**config.mk**
```make
export PLATFORM = sky130hd
export DESIGN_NAME = regfile_write_arbiter_flat
export DESIGN_NICKNAME = d
export VERILOG_FILES = /design/src/rtl/regfile_pkg.sv /design/src/rtl/regfile_write_arbiter_if.sv /design/src/rtl/rr_pick.sv /design/src/rtl/regfile_write_arbiter.sv /design/src/flat_wrapper.sv
export SDC_FILE = /design/constraint.sdc
export NUM_CORES = 1
export LEC_CHECK = 0
export BUFFER_PORTS_ARGS = -buffer_cell sky130_fd_sc_hd__buf_2
export CAP_MARGIN = 5
export CORE_UTILIZATION = 46
export CTS_CLUSTER_DIAMETER = 50
export CTS_CLUSTER_SIZE = 24
export DETAILED_ROUTE_END_ITERATION = 6
export PLACE_DENSITY_LB_ADDON = 0.15
export SLEW_MARGIN = 20
export SYNTH_ARGS = -nofsm -noshare
export SYNTH_HDL_FRONTEND = slang
export SYNTH_SLANG_ARGS = --single-unit
```
**constraint.sdc**
```tcl
create_clock -name clock -period 5.7 [get_ports clock]
set_clock_uncertainty 0.05 [all_clocks]
set_input_delay 0.285 -clock clock [delete_from_list [all_inputs] [get_ports clock]]
set_output_delay 0.285 -clock clock [all_outputs]
set_load 0.05 [all_outputs]
```
**src/rtl/regfile_pkg.sv**
```systemverilog
// Shared definitions for the register-file write-port arbiter and its
// round-robin picker: default widths, the write-request record and the
// wrapped index helper used by the rotating priority search.
package regfile_pkg;

  localparam int REGSIZE_DEF = 5;
  localparam int DIGIT_DEF   = 32;

  // One write request as it travels to the register file.
  typedef struct packed {
    logic [REGSIZE_DEF-1:0] addr;
    logic [DIGIT_DEF-1:0]   data;
  } wr_req_t;

  // Index reached by stepping 'offset' places past 'ptr' in a ring of 'n'.
  function automatic int unsigned rr_index(input int unsigned ptr,
                                           input int unsigned offset,
                                           input int unsigned n);
    return (ptr + offset) % n;
  endfunction

endpackage

```
**src/rtl/regfile_write_arbiter_if.sv**
```systemverilog
// Bus between the writeback requesters and the write-port arbiter.
// Handshake: requester i raises Req_Valid[i] with Req_Address/Req_Data
// held stable; a transfer happens on the rising clock edge where
// Req_Valid[i] && Req_Ready[i]. Req_Ready is at most one-hot, and the
// requester may drop Req_Valid before Ready to withdraw the request.
// The Write_* group drives the register file one cycle after a transfer.
interface regfile_write_arbiter_if #(
  parameter int REQUESTERS = 3,
  parameter int REGSIZE    = 5,
  parameter int DIGIT      = 32
);
  localparam int IDXW = $clog2(REQUESTERS);

  logic                          Flush;
  logic [REQUESTERS-1:0]         Req_Valid;
  logic [REQUESTERS*REGSIZE-1:0] Req_Address;
  logic [REQUESTERS*DIGIT-1:0]   Req_Data;
  logic [REQUESTERS-1:0]         Req_Ready;
  logic [REGSIZE-1:0]            Write_Address;
  logic [DIGIT-1:0]              Write_Data;
  logic                          Write_Enable;
  logic [IDXW-1:0]               Grant_Index;
  logic                          Conflict;

  // Requester / environment side.
  modport master (
    output Flush, Req_Valid, Req_Address, Req_Data,
    input  Req_Ready, Write_Address, Write_Data, Write_Enable,
           Grant_Index, Conflict
  );

  // Arbiter side.
  modport slave (
    input  Flush, Req_Valid, Req_Address, Req_Data,
    output Req_Ready, Write_Address, Write_Data, Write_Enable,
           Grant_Index, Conflict
  );

endinterface

```
**src/rtl/rr_pick.sv**
```systemverilog
// Combinational round-robin picker: searches the request vector starting
// one place after the pointer, wrapping, and returns a one-hot grant plus
// its encoded index. Holds no state so a read-port arbiter can reuse it.
module rr_pick
  import regfile_pkg::*;
#(
  parameter int N    = 3,
  parameter int IDXW = $clog2(N)
) (
  input  logic [N-1:0]    i_req,
  input  logic [IDXW-1:0] i_ptr,
  output logic [N-1:0]    o_grant,
  output logic [IDXW-1:0] o_idx,
  output logic            o_valid
);

  int unsigned w_cand;

  // First requester found after the pointer wins; later hits are ignored.
  always_comb begin
    o_grant = '0;
    o_idx   = '0;
    o_valid = 1'b0;
    w_cand  = 0;
    for (int k = 1; k <= N; k++) begin
      w_cand = rr_index(32'(i_ptr), k, N);
      if (!o_valid && i_req[w_cand[IDXW-1:0]]) begin
        o_grant[w_cand[IDXW-1:0]] = 1'b1;
        o_idx                     = w_cand[IDXW-1:0];
        o_valid                   = 1'b1;
      end
    end
  end

endmodule

```
**src/rtl/regfile_write_arbiter.sv**
```systemverilog
// Shares the register file's single write port among REQUESTERS writeback
// sources. A round-robin grant is issued combinationally; the granted
// request is captured into an output stage that drives the register file
// one cycle later. Writes to register 0 are consumed without enabling.
// Flush squashes the current grant and clears the output enable.
// Optional build macro REGFILE_ARB_FIXED_PRIO_EN: requester 0 always wins,
// and the other requesters rotate among themselves (the pointer only
// moves on grants to requesters 1..N-1).
module regfile_write_arbiter
  import regfile_pkg::*;
#(
  parameter int REGSIZE    = REGSIZE_DEF,
  parameter int DIGIT      = DIGIT_DEF,
  parameter int REQUESTERS = 3
) (
  input  logic clock,
  input  logic reset,
  regfile_write_arbiter_if.slave bus
);

  localparam int IDXW = $clog2(REQUESTERS);
  localparam logic [IDXW-1:0] PTR_RESET = IDXW'(REQUESTERS - 1);

  logic [IDXW-1:0]       r_ptr;
  logic                  r_we;
  logic [REGSIZE-1:0]    r_addr;
  logic [DIGIT-1:0]      r_data;
  logic [IDXW-1:0]       r_gidx;

  logic [REQUESTERS-1:0] w_rr_req;
  logic [REQUESTERS-1:0] w_rr_grant;
  logic [IDXW-1:0]       w_rr_idx;
  logic                  w_rr_valid;

  logic [REQUESTERS-1:0] w_grant;
  logic [IDXW-1:0]       w_idx;
  logic                  w_any;
  logic                  w_xfer;
  logic                  w_ptr_upd;
  logic [REGSIZE-1:0]    w_sel_addr;
  logic [DIGIT-1:0]      w_sel_data;

`ifdef REGFILE_ARB_FIXED_PRIO_EN
  // Requester 0 is handled outside the ring; the ring only sees 1..N-1.
  assign w_rr_req  = bus.Req_Valid & ~REQUESTERS'(1);
  assign w_grant   = bus.Req_Valid[0] ? REQUESTERS'(1) : w_rr_grant;
  assign w_idx     = bus.Req_Valid[0] ? '0 : w_rr_idx;
  assign w_any     = bus.Req_Valid[0] | w_rr_valid;
  assign w_ptr_upd = !bus.Req_Valid[0];
`else
  assign w_rr_req  = bus.Req_Valid;
  assign w_grant   = w_rr_grant;
  assign w_idx     = w_rr_idx;
  assign w_any     = w_rr_valid;
  assign w_ptr_upd = 1'b1;
`endif

  rr_pick #(
    .N    (REQUESTERS),
    .IDXW (IDXW)
  ) u_rr_pick (
    .i_req   (w_rr_req),
    .i_ptr   (r_ptr),
    .o_grant (w_rr_grant),
    .o_idx   (w_rr_idx),
    .o_valid (w_rr_valid)
  );

  // Flush blocks the grant, so nothing transfers on a flushed edge.
  assign bus.Req_Ready = bus.Flush ? '0 : w_grant;
  assign w_xfer        = w_any && !bus.Flush;

  // Steer the granted requester's address and data toward the output stage.
  always_comb begin
    w_sel_addr = '0;
    w_sel_data = '0;
    for (int i = 0; i < REQUESTERS; i++) begin
      if (w_grant[i]) begin
        w_sel_addr = bus.Req_Address[i*REGSIZE +: REGSIZE];
        w_sel_data = bus.Req_Data[i*DIGIT +: DIGIT];
      end
    end
  end

  // Output stage and last-grant pointer; reset discards any staged write.
  always_ff @(posedge clock or negedge reset) begin
    if (!reset) begin
      r_ptr  <= PTR_RESET;
      r_we   <= 1'b0;
      r_addr <= '0;
      r_data <= '0;
      r_gidx <= '0;
    end else if (w_xfer) begin
      r_addr <= w_sel_addr;
      r_data <= w_sel_data;
      r_gidx <= w_idx;
      r_we   <= (w_sel_addr != '0);
      if (w_ptr_upd) begin
        r_ptr <= w_idx;
      end
    end else begin
      r_we <= 1'b0;
    end
  end

  assign bus.Write_Address = r_addr;
  assign bus.Write_Data    = r_data;
  assign bus.Write_Enable  = r_we;
  assign bus.Grant_Index   = r_gidx;
  assign bus.Conflict      = ($countones(bus.Req_Valid) > 1);

endmodule

```
**src/flat_wrapper.sv**
```systemverilog
// flat-port wrapper written by rule: the top's interface ports become plain ports
module regfile_write_arbiter_flat import regfile_pkg::*;
#(
  parameter int REGSIZE    = REGSIZE_DEF,
  parameter int DIGIT      = DIGIT_DEF,
  parameter int REQUESTERS = 3
)
  (clock, reset, bus_Flush, bus_Req_Valid, bus_Req_Address, bus_Req_Data, bus_Req_Ready, bus_Write_Address, bus_Write_Data, bus_Write_Enable, bus_Grant_Index, bus_Conflict);
  regfile_write_arbiter_if #(.REQUESTERS(REQUESTERS), .REGSIZE(REGSIZE), .DIGIT(DIGIT)) bus_i ();
  input  logic clock;
  input  logic reset;
  input wire logic [$bits(bus_i.Flush)-1:0] bus_Flush;
  input wire logic [$bits(bus_i.Req_Valid)-1:0] bus_Req_Valid;
  input wire logic [$bits(bus_i.Req_Address)-1:0] bus_Req_Address;
  input wire logic [$bits(bus_i.Req_Data)-1:0] bus_Req_Data;
  output wire logic [$bits(bus_i.Req_Ready)-1:0] bus_Req_Ready;
  output wire logic [$bits(bus_i.Write_Address)-1:0] bus_Write_Address;
  output wire logic [$bits(bus_i.Write_Data)-1:0] bus_Write_Data;
  output wire logic [$bits(bus_i.Write_Enable)-1:0] bus_Write_Enable;
  output wire logic [$bits(bus_i.Grant_Index)-1:0] bus_Grant_Index;
  output wire logic [$bits(bus_i.Conflict)-1:0] bus_Conflict;
  assign bus_i.Flush = bus_Flush;
  assign bus_i.Req_Valid = bus_Req_Valid;
  assign bus_i.Req_Address = bus_Req_Address;
  assign bus_i.Req_Data = bus_Req_Data;
  assign bus_Req_Ready = bus_i.Req_Ready;
  assign bus_Write_Address = bus_i.Write_Address;
  assign bus_Write_Data = bus_i.Write_Data;
  assign bus_Write_Enable = bus_i.Write_Enable;
  assign bus_Grant_Index = bus_i.Grant_Index;
  assign bus_Conflict = bus_i.Conflict;
  regfile_write_arbiter #(.REGSIZE(REGSIZE), .DIGIT(DIGIT), .REQUESTERS(REQUESTERS)) u_core (.clock(clock), .reset(reset), .bus(bus_i));
endmodule
```
==> metrics.cfg, run 1 <==
[synthesis]
yosys.cell_count.top_type = o21ai_0
synth_compound_area_share_pct = 37.9
syn_nets = 398
synthCells = 276
yosysUniqueCellTypes = 45
synth-seq-area-share_pct = 41.4
synth_commonest_cells = 44 x o21ai_0, 40 x dfrtp_1, 39 x nand2_1, 34 x a221oi_1, 25 x o21ai_1
synthTopCellsByArea = dfrtp_1 40%, a221oi_1 12%, o21ai_0 8.9%
synthArstFlopShare_pct = 100
synth_top_family_by_area = compound AO/OA/AOI/OAI gates
yosys.area_share.simple_pct = 10.6
synth-adder-area-share_pct = 2.52
ys_ff_latch = 41
ys.flop_type = dfrtp_1
synth_top_area_share_pct = 40.3
syn_area_um2 = 2480
synth_mux_area_share_pct = 1.86
synth_warnings = 0
avgSynthCellArea_um2 = 8.99
synth_xor_area_share_pct = 0
yosys.area.top_type = dfrtp_1
synth_edf_count = 0

[setup_path]
path_cells = ha_1 > mux2_4 > a22oi_1 > o32ai_4 > buf_4 > a211oi_4 > buf_4 > a221oi_1 > o21ai_0
crit_buf_inv = 2
startpoint_type = register
crit_slowest_cell = a211oi_4
crit_type = register to register
critPathLaunch = u_core.r_ptr[1]$_DFFE_PN1P_
cpMostUsedCell = buf_4
crit_family = compound AO/OA/AOI/OAI gates
cp.required_ns = 5.85
max_stage_delay_ns = 0.61
crit_cells = 9
endpoint_kind = register
regToRegSetupSlack_ns = 2.38
path_max_fanout = 40
r2r_start = u_core.r_ptr[1]$_DFFE_PN1P_
reg2reg_to = u_core.bus.Write_Data[25]$_DFFE_PN0P_
reg2reg_depth = 9
cp.arrival_ns = 3.46
endpoint = u_core.bus.Write_Data[25]$_DFFE_PN0P_

[power]
ir_drop_uv = 329
p_per_area_nw_per_um2 = 731
power_leakage_nw = 1.69

[floorplanning]
fp.coreArea_um2 = 5140
io_pins = 161
rows = 26
die_area_um2 = 5690
initial_core_util_pct = 48.3
dieWidth_um = 75.5
die_h_um = 75.5

[grt]
grt_pass1_vias = 2591
antenna_found_initial = 0
grt_pass1_wl_um = 11500
overflow = 0
grt_usage_pct = 26.4
grt_max_degree = 42

[route]
firstDrtPassIters = 4
num_vias = 2776
viasPerCell = 5.63
drt-initial-drc-count = 134
finalWirelength_um = 7620
post-route-drc-count = 0
wl_per_cell_um = 15.5
ant_nets = 0

[timing]
rsz0062_at_grt = no
fin_setup_tns_ns = 0
fmax_mhz = 301
setup_viol = 0
slew_headroom_pct = 38.9
period_needed_ns = 3.32
finalHoldViolCount = 0
slew_violations = 0
final.period_utilization_pct = 58.2
holdWs_ns = 0.0752
worst_pin_slew_ns = 0.916

[clock_network]
clkSinkCount = 41
h-tree-depth = 2
insertion_delay_ns = 0.28
cts_buffer_depth = 2
post-cts-setup-buffer-count = 0
cts_hold_buf = 0
cts-root-buf = clkbuf_8
cts_tree = done
cts_made_buffers = 5
ctsResizeCount = 0
path_clk_slew_ns = 0.08

[worst_hold_path]
min_path_type = primary input to async pin

[outcome]
outcome = finished clean

[place]
io_buffers = 160
dp_hpwl_um = 5480
dp.cells = 485
gp_congestion = 0.752

[cells_and_area]
drive_gt1_share_pct = 44.0
final.fill_count = 453
stdcell_count = 493
diodes = 0
regArea_um2 = 1030
area_growth_pct = 38.3
multi_input_area_um2 = 1340
nets = 544

[run]
maxCapViolCount = 0

-- cells by family (layout without fill, tap and decap cells) --
kind of cell	count (synthesis)	count (layout)
muxes	4	4
adders and majority gates	5	5
buffers and inverters	32	179
DFF	41	41
AOI/OAI and AO/OA	136	136
and+or+nand+nor	58	58
-- layer usage --
metal	part of all wire, %	global-route usage, %
met5	0	0
met1	41	34.2
met4	0.58	6.17
met3	8.5	5.69
met2	50	45.3
-- flip-flops by register name, indices dropped and copies added (netlist names) --
signal,flops
u_core.bus.Write_Enable,1
u_core.bus.Write_Data,32
u_core.bus.Grant_Index,2
u_core.bus.Write_Address,5
u_core.r_ptr,1
-- layout by cell type, fill, tap and decap left out, types with 4 or more instances in the layout --
master,n
o21ai_1,25
and2_1,4
nor2_1,5
ha_1,5
clkbuf_8,6
nor2b_1,4
o21ai_0,44
nand2_1,39
a221oi_1,34
buf_4,5
dfrtp_1,40
buf_2,160
inv_1,5
-- metrics by stage --
stage / total power, mW / util, % / setup WS (ns) / cell area (µm²)
6_report: 2.51 / 66.8 / 2.38 / 3430
2_1_floorplan: 1.88 / - / 2.83 / 2480
5_1_grt: 2.70 / 66.8 / 2.12 / 3430
3_5_place_dp: 2.27 / 64.5 / 2.39 / 3320
3_3_place_gp: 2.24 / 64.5 / 2.50 / 3320
4_1_cts: 2.52 / 66.8 / 2.38 / 3430
-- power by group --
| group | switching, mW | internal (mW) |
|---|---|---|
| registers | 0.0632 | 0.431 |
| logic | 1.22 | 0.551 |
| clock network | 0.102 | 0.143 |
| total | 1.38 | 1.13 |
-- worst min path at each step --
stage / end / depth (start not counted)
6_report: u_core.bus.Write_Data[22]$_DFFE_PN0P_ / 1
5_1_grt: u_core.bus.Write_Data[22]$_DFFE_PN0P_ / 1
4_1_cts: u_core.bus.Write_Data[22]$_DFFE_PN0P_ / 1
3_5_place_dp: u_core.bus.Write_Address[3]$_DFFE_PN0P_ / 2
3_3_place_gp: u_core.bus.Write_Address[3]$_DFFE_PN0P_ / 2
2_1_floorplan: u_core.bus.Grant_Index[0]$_DFFE_PN0P_ / 0
-- final cells by class --
class	instances	area share (%)
Clock buffer	7	2.52
Clock inverter	1	0.875
Inverter	6	0.656
Multi-Input combinational cell	203	39.0
Sequential cell	41	29.9
Tap cell	70	2.55
Timing Repair Buffer	165	24.4
Note: power is estimated with default switching activity, not from simulation.
==> run 2, diff against run 1 <==
Settings changed: CORE_UTILIZATION 46 to 43.
Clock period 5.7 ns to 3.4 ns, I/O delays scaled along.
==> run 2 against run 1 <==
  * Global-route usage increased by 0.11 points
  * Critical endpoint is now bus_Req_Ready[1]
  * Critical path type is now register to output pin
  * Highest routed layer unchanged
  * Register-to-register slack got worse by 2.0 ns
  * Total power increased by 71%
  * Largest power group unchanged
  * Via count decreased by 0.25%
==> metrics.cfg, run 2 (synthesis gave the netlist of run 1 again) <==
[timing]
worst_pin_slew_ns = 0.925
final.period_utilization_pct = 89.5
period_needed_ns = 3.04
setup_viol = 0
rsz0062_at_grt = no
fmax_mhz = 329
worst_slack_ns = 0.358
finalHoldViolCount = 0
slew_violations = 0
slew_headroom_pct = 38.4
fin_setup_tns_ns = 0
holdWs_ns = 0.109

[worst_hold_path]
holdPathEnd = u_core.bus.Write_Address[3]$_DFFE_PN0P_
hold_start = bus_Req_Address[13]
min_path_type = primary input to register
hold_path_depth = 3

[setup_path]
cp.required_ns = 3.18
path_cells = inv_1 > ha_1 > and4b_1 > a21oi_1 > o32ai_4 > buf_4 > inv_2 > nor2_1 > buf_2
regToRegSetupSlack_ns = 0.40
max_stage_delay_ns = 0.45
crit_type = register to output pin
reg2reg_depth = 8
reg2reg_to = u_core.bus.Write_Data[31]$_DFFE_PN0P_
crit_slowest_cell = ha_1
crit_family = buffers and inverters
crit_buf_inv = 4
cp.arrival_ns = 2.82
r2r_start = u_core.r_ptr[1]$_DFFE_PN1P_
startpoint_type = register
path_max_fanout = 39
endpoint_kind = output pin

[power]
p_per_area_nw_per_um2 = 1230
power_leakage_nw = 1.72
ir_drop_uv = 528
total_power_mw = 4.29

[cells_and_area]
fin_area_um2 = 3480
final.fill_count = 522
final_common_cell = buf_2
mostFrequentLayoutCells = 160 x buf_2, 44 x o21ai_0, 40 x dfrtp_1
drive_gt1_share_pct = 44.0
diodes = 0
stdcell_count = 499
largest_register_ff_count = 32
nets = 548
area_growth_pct = 40.2
fin_util_pct = 62.8

[floorplanning]
io_pins = 161
dieWidth_um = 78.0
die_area_um2 = 6080
fp.coreArea_um2 = 5540
initial_core_util_pct = 44.8
die_h_um = 78.0
rows = 27

[grt]
grt_usage_pct = 26.5
antenna_found_initial = 0
grt_max_degree = 42
grt_pass1_vias = 2638
grt_pass1_wl_um = 12600
overflow = 0

[clock_network]
cts_made_buffers = 5
h-tree-depth = 2
cts-root-buf = clkbuf_8
clkSinkCount = 41
insertion_delay_ns = 0.29
cts_tree = done
path_clk_slew_ns = 0.08
cts_buffer_depth = 2

[place]
dp_hpwl_um = 5790
pre_cts_slack_ns = 0.392
io_buffers = 160
gp_congestion = 0.867
dp.cells = 490
place_area_um2 = 3350

[route]
finalWirelength_um = 7810
num_vias = 2769
firstDrtPassIters = 4
drt-initial-drc-count = 179
post-route-drc-count = 0
viasPerCell = 5.55
wl_per_cell_um = 15.7
ant_nets = 0

[outcome]
outcome = finished clean

[run]
maxCapViolCount = 0

[run 2: cell types whose count changed in the layout (fill, tap and decap cells not counted), sizes merged]
| cell | change |
|---|---|
| buf | +3 |
| dlygate4sd3 | +1 |
[run 2: layer usage]
metal	up-vias	global-route usage, %	wire length [µm]
li1	1342	-	-
met1	1268	34.0	3200
met2	150	45.3	3850
met3	9	5.53	660
met4	0	7.22	95
met5	-	0	0
[run 2: worst max-delay path by stage]
stage | start | endpoint | cells after the start
after global routing | u_core.bus.Grant_Index[0]$_DFFE_PN0P_ | bus_Req_Ready[1] | 9
after global placement | u_core.r_ptr[1]$_DFFE_PN1P_ | u_core.bus.Write_Data[3]$_DFFE_PN0P_ | 8
after detailed placement | u_core.r_ptr[1]$_DFFE_PN1P_ | u_core.bus.Write_Data[31]$_DFFE_PN0P_ | 8
final | u_core.bus.Grant_Index[0]$_DFFE_PN0P_ | bus_Req_Ready[1] | 9
after CTS | u_core.bus.Grant_Index[0]$_DFFE_PN0P_ | bus_Req_Ready[1] | 9
after floorplan | u_core.r_ptr[1]$_DFFE_PN1P_ | bus_Req_Ready[2] | 7
[run 2: what timing repair did]
item                      CTS  global route
hold endpoints to repair   21             0
hold buffers                1             0
setup buffers               0             0
gates resized for setup     0             0
[run 2: worst min-delay path, stage by stage]
cell and delay [ns]:
buf_2 0.10, o211ai_1 0.09, nand2_1 0.07
[run 2: power breakdown]
part / switching, mW / internal [mW] / total, mW
Clock: 0.175 / 0.240 / 0.415
Sequential: 0.112 / 0.723 / 0.834
Combinational: 2.06 / 0.983 / 3.04
[run 2: layout make-up]
| type | count | area (µm²) | share of cell area (%) |
|---|---|---|---|
| inverters | 6 | 22.5 | 0.647 |
| well taps | 72 | 90.1 | 2.59 |
| clock inverters | 1 | 30.0 | 0.863 |
| flip-flops and latches | 41 | 1030 | 29.5 |
| multi-input cells | 203 | 1340 | 38.5 |
| clock buffers | 7 | 86.3 | 2.48 |
| repair buffers | 169 | 883 | 25.4 |
